<file path="config.mk">
export PLATFORM = sky130hd
export DESIGN_NAME = stopwatch_cu
export DESIGN_NICKNAME = d
export VERILOG_FILES = /design/src/rtl/stopwatch_cu.sv
export SDC_FILE = /design/constraint.sdc
export NUM_CORES = 1
export LEC_CHECK = 0
export BUFFER_PORTS_ARGS = -buffer_cell sky130_fd_sc_hd__buf_2
export CORE_MARGIN = 10
export CORE_UTILIZATION = 54
export DETAILED_ROUTE_END_ITERATION = 10
export GPL_ROUTABILITY_DRIVEN = 0
export PLACE_DENSITY = 0.74
export SLEW_MARGIN = 20
export SYNTH_ARGS = -nofsm -noshare
export SYNTH_HDL_FRONTEND = slang
export SYNTH_SLANG_ARGS = --single-unit
</file>
<file path="constraint.sdc">
create_clock -name clk -period 1.8 [get_ports clk]
set_input_delay 0.36 -clock clk [delete_from_list [all_inputs] [get_ports clk]]
set_output_delay 0.36 -clock clk [all_outputs]
set_load 0.02 [all_outputs]
</file>
<file path="src/rtl/stopwatch_cu.sv">
// Stopwatch control unit: synchronizes, debounces and edge-detects the push buttons and
// drives a STOP/RUN/CLEAR Moore FSM. The lap feature is enabled by defining STOPWATCH_CU_LAP_EN.

module stopwatch_cu_btn #(
    parameter int DEB_CYCLES = 1_000_000
) (
    input  logic clk,
    input  logic rst,
    input  logic i_raw,
    output logic o_pulse
);
    localparam int CW = $clog2(DEB_CYCLES + 1);

    logic          r_s1;
    logic          r_s2;
    logic          r_deb;
    logic          r_deb_d;
    logic [CW-1:0] r_cnt;

    // Any return of the synchronized level to the accepted level restarts the count.
    always_ff @(posedge clk) begin
        if (rst) begin
            r_s1    <= 1'b0;
            r_s2    <= 1'b0;
            r_deb   <= 1'b0;
            r_deb_d <= 1'b0;
            r_cnt   <= '0;
        end else begin
            r_s1    <= i_raw;
            r_s2    <= r_s1;
            r_deb_d <= r_deb;
            if (r_s2 == r_deb) begin
                r_cnt <= '0;
            end else if (r_cnt == CW'(DEB_CYCLES - 1)) begin
                r_deb <= r_s2;
                r_cnt <= '0;
            end else begin
                r_cnt <= r_cnt + 1'b1;
            end
        end
    end

    assign o_pulse = r_deb & ~r_deb_d;
endmodule

module stopwatch_cu #(
    parameter int DEB_CYCLES = 1_000_000
) (
    input  logic clk,
    input  logic rst,
    input  logic btn_run,
    input  logic btn_clear,
    input  logic btn_lap,
    output logic run_stop,
    output logic clear,
    output logic lap_hold
);
    typedef enum logic [1:0] {
        ST_STOP  = 2'd0,
        ST_RUN   = 2'd1,
        ST_CLEAR = 2'd2
    } state_t;

    state_t r_state;
    logic   r_run_stop;
    logic   r_clear;
    logic   w_run_pulse;
    logic   w_clear_pulse;

    stopwatch_cu_btn #(.DEB_CYCLES(DEB_CYCLES)) u_run (
        .clk     (clk),
        .rst     (rst),
        .i_raw   (btn_run),
        .o_pulse (w_run_pulse)
    );

    stopwatch_cu_btn #(.DEB_CYCLES(DEB_CYCLES)) u_clear (
        .clk     (clk),
        .rst     (rst),
        .i_raw   (btn_clear),
        .o_pulse (w_clear_pulse)
    );

`ifdef STOPWATCH_CU_LAP_EN
    logic r_lap_hold;
    logic w_lap_pulse;

    stopwatch_cu_btn #(.DEB_CYCLES(DEB_CYCLES)) u_lap (
        .clk     (clk),
        .rst     (rst),
        .i_raw   (btn_lap),
        .o_pulse (w_lap_pulse)
    );

    assign lap_hold = r_lap_hold;
`else
    // Lap path absent: the pin is kept but contributes nothing.
    assign lap_hold = btn_lap & 1'b0;
`endif

    // Outputs are registered alongside the state so they always equal its decode.
    always_ff @(posedge clk) begin
        if (rst) begin
            r_state    <= ST_STOP;
            r_run_stop <= 1'b0;
            r_clear    <= 1'b0;
`ifdef STOPWATCH_CU_LAP_EN
            r_lap_hold <= 1'b0;
`endif
        end else begin
            r_clear <= 1'b0;
            case (r_state)
                ST_STOP: begin
                    if (w_clear_pulse) begin
                        r_state    <= ST_CLEAR;
                        r_clear    <= 1'b1;
                        r_run_stop <= 1'b0;
`ifdef STOPWATCH_CU_LAP_EN
                        r_lap_hold <= 1'b0;
`endif
                    end else begin
                        if (w_run_pulse) begin
                            r_state    <= ST_RUN;
                            r_run_stop <= 1'b1;
                        end
`ifdef STOPWATCH_CU_LAP_EN
                        if (w_lap_pulse) r_lap_hold <= ~r_lap_hold;
`endif
                    end
                end
                ST_RUN: begin
                    if (w_run_pulse) begin
                        r_state    <= ST_STOP;
                        r_run_stop <= 1'b0;
                    end
`ifdef STOPWATCH_CU_LAP_EN
                    if (w_lap_pulse) r_lap_hold <= ~r_lap_hold;
`endif
                end
                ST_CLEAR: begin
                    r_state    <= ST_STOP;
                    r_run_stop <= 1'b0;
                end
                default: begin
                    r_state    <= ST_STOP;
                    r_run_stop <= 1'b0;
                end
            endcase
        end
    end

    assign run_stop = r_run_stop;
    assign clear    = r_clear;
endmodule

</file>
* Word-level counts from Yosys, hierarchy flattened
Cells that the tools add are included.
Operators by class: $add $sub $neg 2, equal/unequal tests 7, muxes and demuxes 9, bitwise gates (word level) 7, reduce and logical (&&, ||, !) cells 7
Operators with widths (count):
- adder 20 x 1 -> 20 bit (second input constant) | 2
- == test 20 bit (second input constant) | 2
- 2-to-1 mux 2 bit | 3
- AND reduction 2 bit | 3
- OR reduction 3 bit | 2
- NOT 1 bit | 5
- 2-to-1 mux 1 bit | 4
- case mux 2 bit (2 select lines) | 1
- inequality test 3 x 1 -> 1 bit (second input constant) | 1
- AND 1 bit | 2
- == test 1 bit | 2
- == test 2 x 1 -> 1 bit (second input constant) | 1
- logical NOT 2 bit | 1
- inequality test 2 x 1 -> 1 bit (second input constant) | 1
- case mux 1 bit (2 select lines) | 1
- OR reduction 2 bit | 1
Word-level totals: register bits 52, input bits 5, output and inout bits 3, word-level logic and storage cells 45

* Depth between registers and ports, before layout
depth in word-level cells 5, depth in mapped cells 6, mapped depth without buffers 5

* By module
A second synthesis with hierarchy kept.
Unflattened totals: cells, all modules 242, area total of the unflattened synthesis 2214.6 µm²
Modules (own cells, without submodules):
- stopwatch_cu_btn | times used 2, cells each 116, area an instance 1048.5 µm², seq. area each 480.5 µm²
- stopwatch_cu | times used 1, cells each 10, area an instance 117.6 µm², seq. area each 60.1 µm²

* Worst setup path before layout
OpenSTA, ideal clock, no wires.
kind flip-flop to flip-flop, from register u_clear.r_cnt[0], to register u_clear.r_cnt[10], library setup time 0.128 ns, arrival 1.726 ns, data required time 1.672 ns, slack -0.054 ns, cell stages (with the launch flop) 7, buffers on the path 1, cell sequence dfxtp_1 -> ha_1 -> and4_1 -> nand2_1 -> o31ai_2 -> clkbuf_1 -> nor2_1
On the way: longest elaborated chain between the ends 2, elaborated cells between the ends (all ways) 3, classes of those cells add/sub (1); eq/ne (1); reduce/logical (1)
Ends and longest elaborated chain:
- start, declared | RTL line 18 | logic [CW-1:0] r_cnt;
- start signal, assigned | RTL line 38 | r_cnt <= r_cnt + 1'b1;
- parallel branches: the longest is 2 deep, another holds adder 20 x 1 -> 20 bit
Several ways; the timed one is not identified. A chain may end at the register's enable or synchronous reset.

* Worst setup path after layout
from register u_run.r_cnt[1], to register u_run.r_cnt[18]
On the way: longest elaborated chain between the ends 2, elaborated cells between the ends (all ways) 3, classes of those cells add/sub (1); eq/ne (1); reduce/logical (1)
Ends and longest elaborated chain (RTL line):
- start, declared | 18
- start signal, assigned | 38
- parallel branches: the longest is 2 deep, another holds adder 20 x 1 -> 20 bit
Several ways; the timed one is not identified.

==> results.cfg <==
[worst_setup_path]
crit_family = simple AND/OR/NAND/NOR gates
startpoint = u_run.r_cnt[1]
slowest_stage = or4_4
cpPeakStageDelay_ns = 0.57
crit_chain = ha_4 -> nand2_1 -> or4_4 -> or4_4 -> a21oi_2
required_ns = 2.05
path_buf_inv = 0
r2r-start = u_run.r_cnt[1]
crit_arrival_ns = 1.99
crit_cells = 5
path_max_fanout = 6
r2r_end = u_run.r_cnt[18]
reg2reg_slack_ns = 0.06
worstSetupPathType = flip-flop to flip-flop
endpoint_kind = flip-flop
startpoint_type = flip-flop
crit_top_cell = or4_4
r2r_cells = 5
endpoint = u_run.r_cnt[18]

[logic_synthesis]
ys_ff_latch = 51
syn-cell-area_sq_mm = 0.002192
ys_warn_count = 0
synth.net_count = 257
synth.avg_cell_area_sq_um = 8.768
yosysSeqAreaShare_pct = 46.58
synth_cell_types = 38
synthCells = 250

[sta]
hold_viol = 0
slew_violations = 0
fin_setup_tns_ns = 0
finalCriticalPeriod_ns = 1.740
setup_violations = 0
whs_ns = 0.2473
finClkSkew_ns = 0.01210
fmax_mhz = 574.6
rsz0062_at_grt = false
finalCritPeriodShare_pct = 96.68

[clock_tree]
clockRootBuffer = clkbuf_8
cts.sinks = 51
cts_made_buffers = 5
clk_latency_ns = 0.31
cts_tree = built
holdBufCountCts = 0
clkTransAtPathRegs_ns = 0.10
cts_buffer_depth = 2
htreeDepth = 2

[outcome]
outcome = completed

[route]
vias = 1766
wl_per_cell_microns = 12.26
viasPerCell = 5.401
drc = 0
first_iter_violations = 62
totalWireLength_microns = 4008
antenna_left = 0
first_pass_iters = 4

[floorplan]
io_pins = 8
core_sq_mm = 0.003971
die_area_sq_mm = 0.007008
dieHeight_microns = 83.72
initial_utilization_pct = 55.20
chipWidth_microns = 83.72
num_rows = 23

[power]
peakVddDrop_uv = 728.3
p_per_area_mw_per_mm2 = 728.3
leakage_nw = 0.8345

[place]
dp_hpwl_microns = 2780
port_buffers = 5

[final_layout]
diodes = 0
finalNetCount = 283
mostFrequentLayoutCells = 48 x dfxtp_1, 31 x nor2_1, 23 x buf_4
final_common_cell = dfxtp_1
drive_gt1_share_pct = 19.86
postLayoutCoreUtil_pct = 64.59
syn2layout_area_growth_pct = 17.01

[grt]
antenna_found_initial = 0
grt.total_usage_pct = 11.78
grt_pass1_wl_microns = 7176
grt_max_degree = 21
first_global_vias = 1687
overflow = 0

[job]
cap_violations = 0

[worst_hold_path]
hold_path.class = input pin to flip-flop
## synth_stat cells
| master | instances | area [sq um] |
|---|---|---|
| nor2_1 | 31 | 116.4 |
| o31ai_2 | 1 | 12.51 |
| clkbuf_1 | 7 | 26.28 |
| and3_1 | 5 | 31.28 |
| nor4_1 | 5 | 31.28 |
| or3_1 | 6 | 37.54 |
| buf_4 | 1 | 7.510 |
| a31o_2 | 3 | 26.28 |
| mux2_2 | 1 | 11.26 |
| xnor2_1 | 11 | 96.34 |
| and4_1 | 1 | 8.760 |
| xor2_1 | 13 | 113.9 |
| ha_1 | 2 | 25.02 |
| and2_1 | 2 | 12.51 |
| nand4_1 | 12 | 75.07 |
| o21ai_0 | 8 | 40.04 |
| nand2_1 | 13 | 48.80 |
| o31a_1 | 1 | 8.760 |
| a21oi_1 | 14 | 70.07 |
| dfxtp_1 | 51 | 1021 |
| nand3_1 | 14 | 70.07 |
| o21ba_2 | 1 | 10.01 |
| clkbuf_2 | 1 | 5.000 |
| nand3_2 | 1 | 10.01 |
| nand2b_1 | 1 | 6.260 |
| o41ai_1 | 1 | 8.760 |
| or4_1 | 5 | 37.54 |
| nor2b_1 | 8 | 50.05 |
| buf_2 | 1 | 5.000 |
| nor4bb_1 | 1 | 10.01 |
| nor3_1 | 7 | 35.03 |
| or3_2 | 1 | 7.510 |
| nor4b_1 | 4 | 35.03 |
| o31ai_1 | 4 | 30.03 |
| conb_1 | 1 | 3.750 |
| or2_1 | 1 | 6.260 |
| inv_1 | 9 | 33.78 |
| and3_2 | 1 | 7.510 |
## metrics by stage
step	area (sq um)	worst slack, ns	power [mW]	std cells
global placement	2415	0.02613	1.190	317
detailed placement	2415	0.01661	1.190	317
finish	2565	0.05970	1.868	327
floorplan	2206	0.004189	1.181	250
CTS	2516	0.05846	1.881	325
global route	2565	0.006804	1.929	327
## sequential cells by signal (all words and copies together) (netlist names)
signal	count
u_clear.r_s1	1
u_clear.r_cnt	20
u_clear.r_deb_d	1
u_run.r_deb	1
clear	1
u_clear.r_deb	1
u_clear.r_s2	1
u_run.r_deb_d	1
u_run.r_s1	1
r_state	2
u_run.r_cnt	20
u_run.r_s2	1
## what timing repair did
| action | CTS | global route |
|---|---|---|
| setup endpoints to repair | 1 | 14 |
| setup buffers | 0 | 2 |
| gates resized for setup | 1 | 7 |
| pin swaps | 0 | 3 |
## worst min-delay path by stage
stage / depth (start not counted) / endpoint / slack, ns / from
global placement: 1 / u_clear.r_s2 / 0.42 / u_clear.r_s1
CTS: 2 / u_clear.r_s1 / 0.24 / btn_clear
detailed placement: 1 / u_clear.r_s2 / 0.43 / u_clear.r_s1
floorplan: 1 / u_clear.r_s2 / 0.41 / u_clear.r_s1
finish: 2 / u_clear.r_s1 / 0.25 / btn_clear
global route: 2 / u_clear.r_s1 / 0.26 / btn_clear
## metal layers
metal / vias to the layer above / routed length, microns / global-route usage, % / part of all wire, %
met5: - / 0 / 0 / 0
met4: 0 / 42 / 4.110 / 1.0
met3: 6 / 107 / 3.613 / 2.7
met2: 15 / 1944 / 21.05 / 49
li1: 931 / - / - / -
met1: 814 / 1912 / 12.72 / 48
## report_power, final
| group | switching, mW | leakage, nW | internal [mW] |
|---|---|---|---|
| clock | 0.414 | 0.0502 | 0.289 |
| combinational | 0.0176 | 0.371 | 0.0123 |
| sequential | 0.00273 | 0.413 | 1.13 |
## logic make-up after synthesis
logic type	Yosys count	synth area share, %
buffers and inverters	19	3.539
adders and majority gates	2	1.141
AOI/OAI and AO/OA	33	9.418
other	1	0.1711
xor gates and xnor gates	24	9.589
muxes	1	0.5137
DFF	51	46.58
and+or+nand+nor	119	29.05
## layout make-up
cell class,instances,area (sq um)
flip-flops and latches,51,1025
multi-input cells,180,1137
inverters,9,33.78
well taps,50,62.56
repair buffers,29,209.0
clock inverters,3,28.78
clock buffers,5,68.82
fillers,325,1406
Note: power is estimated with default switching activity, not from simulation.
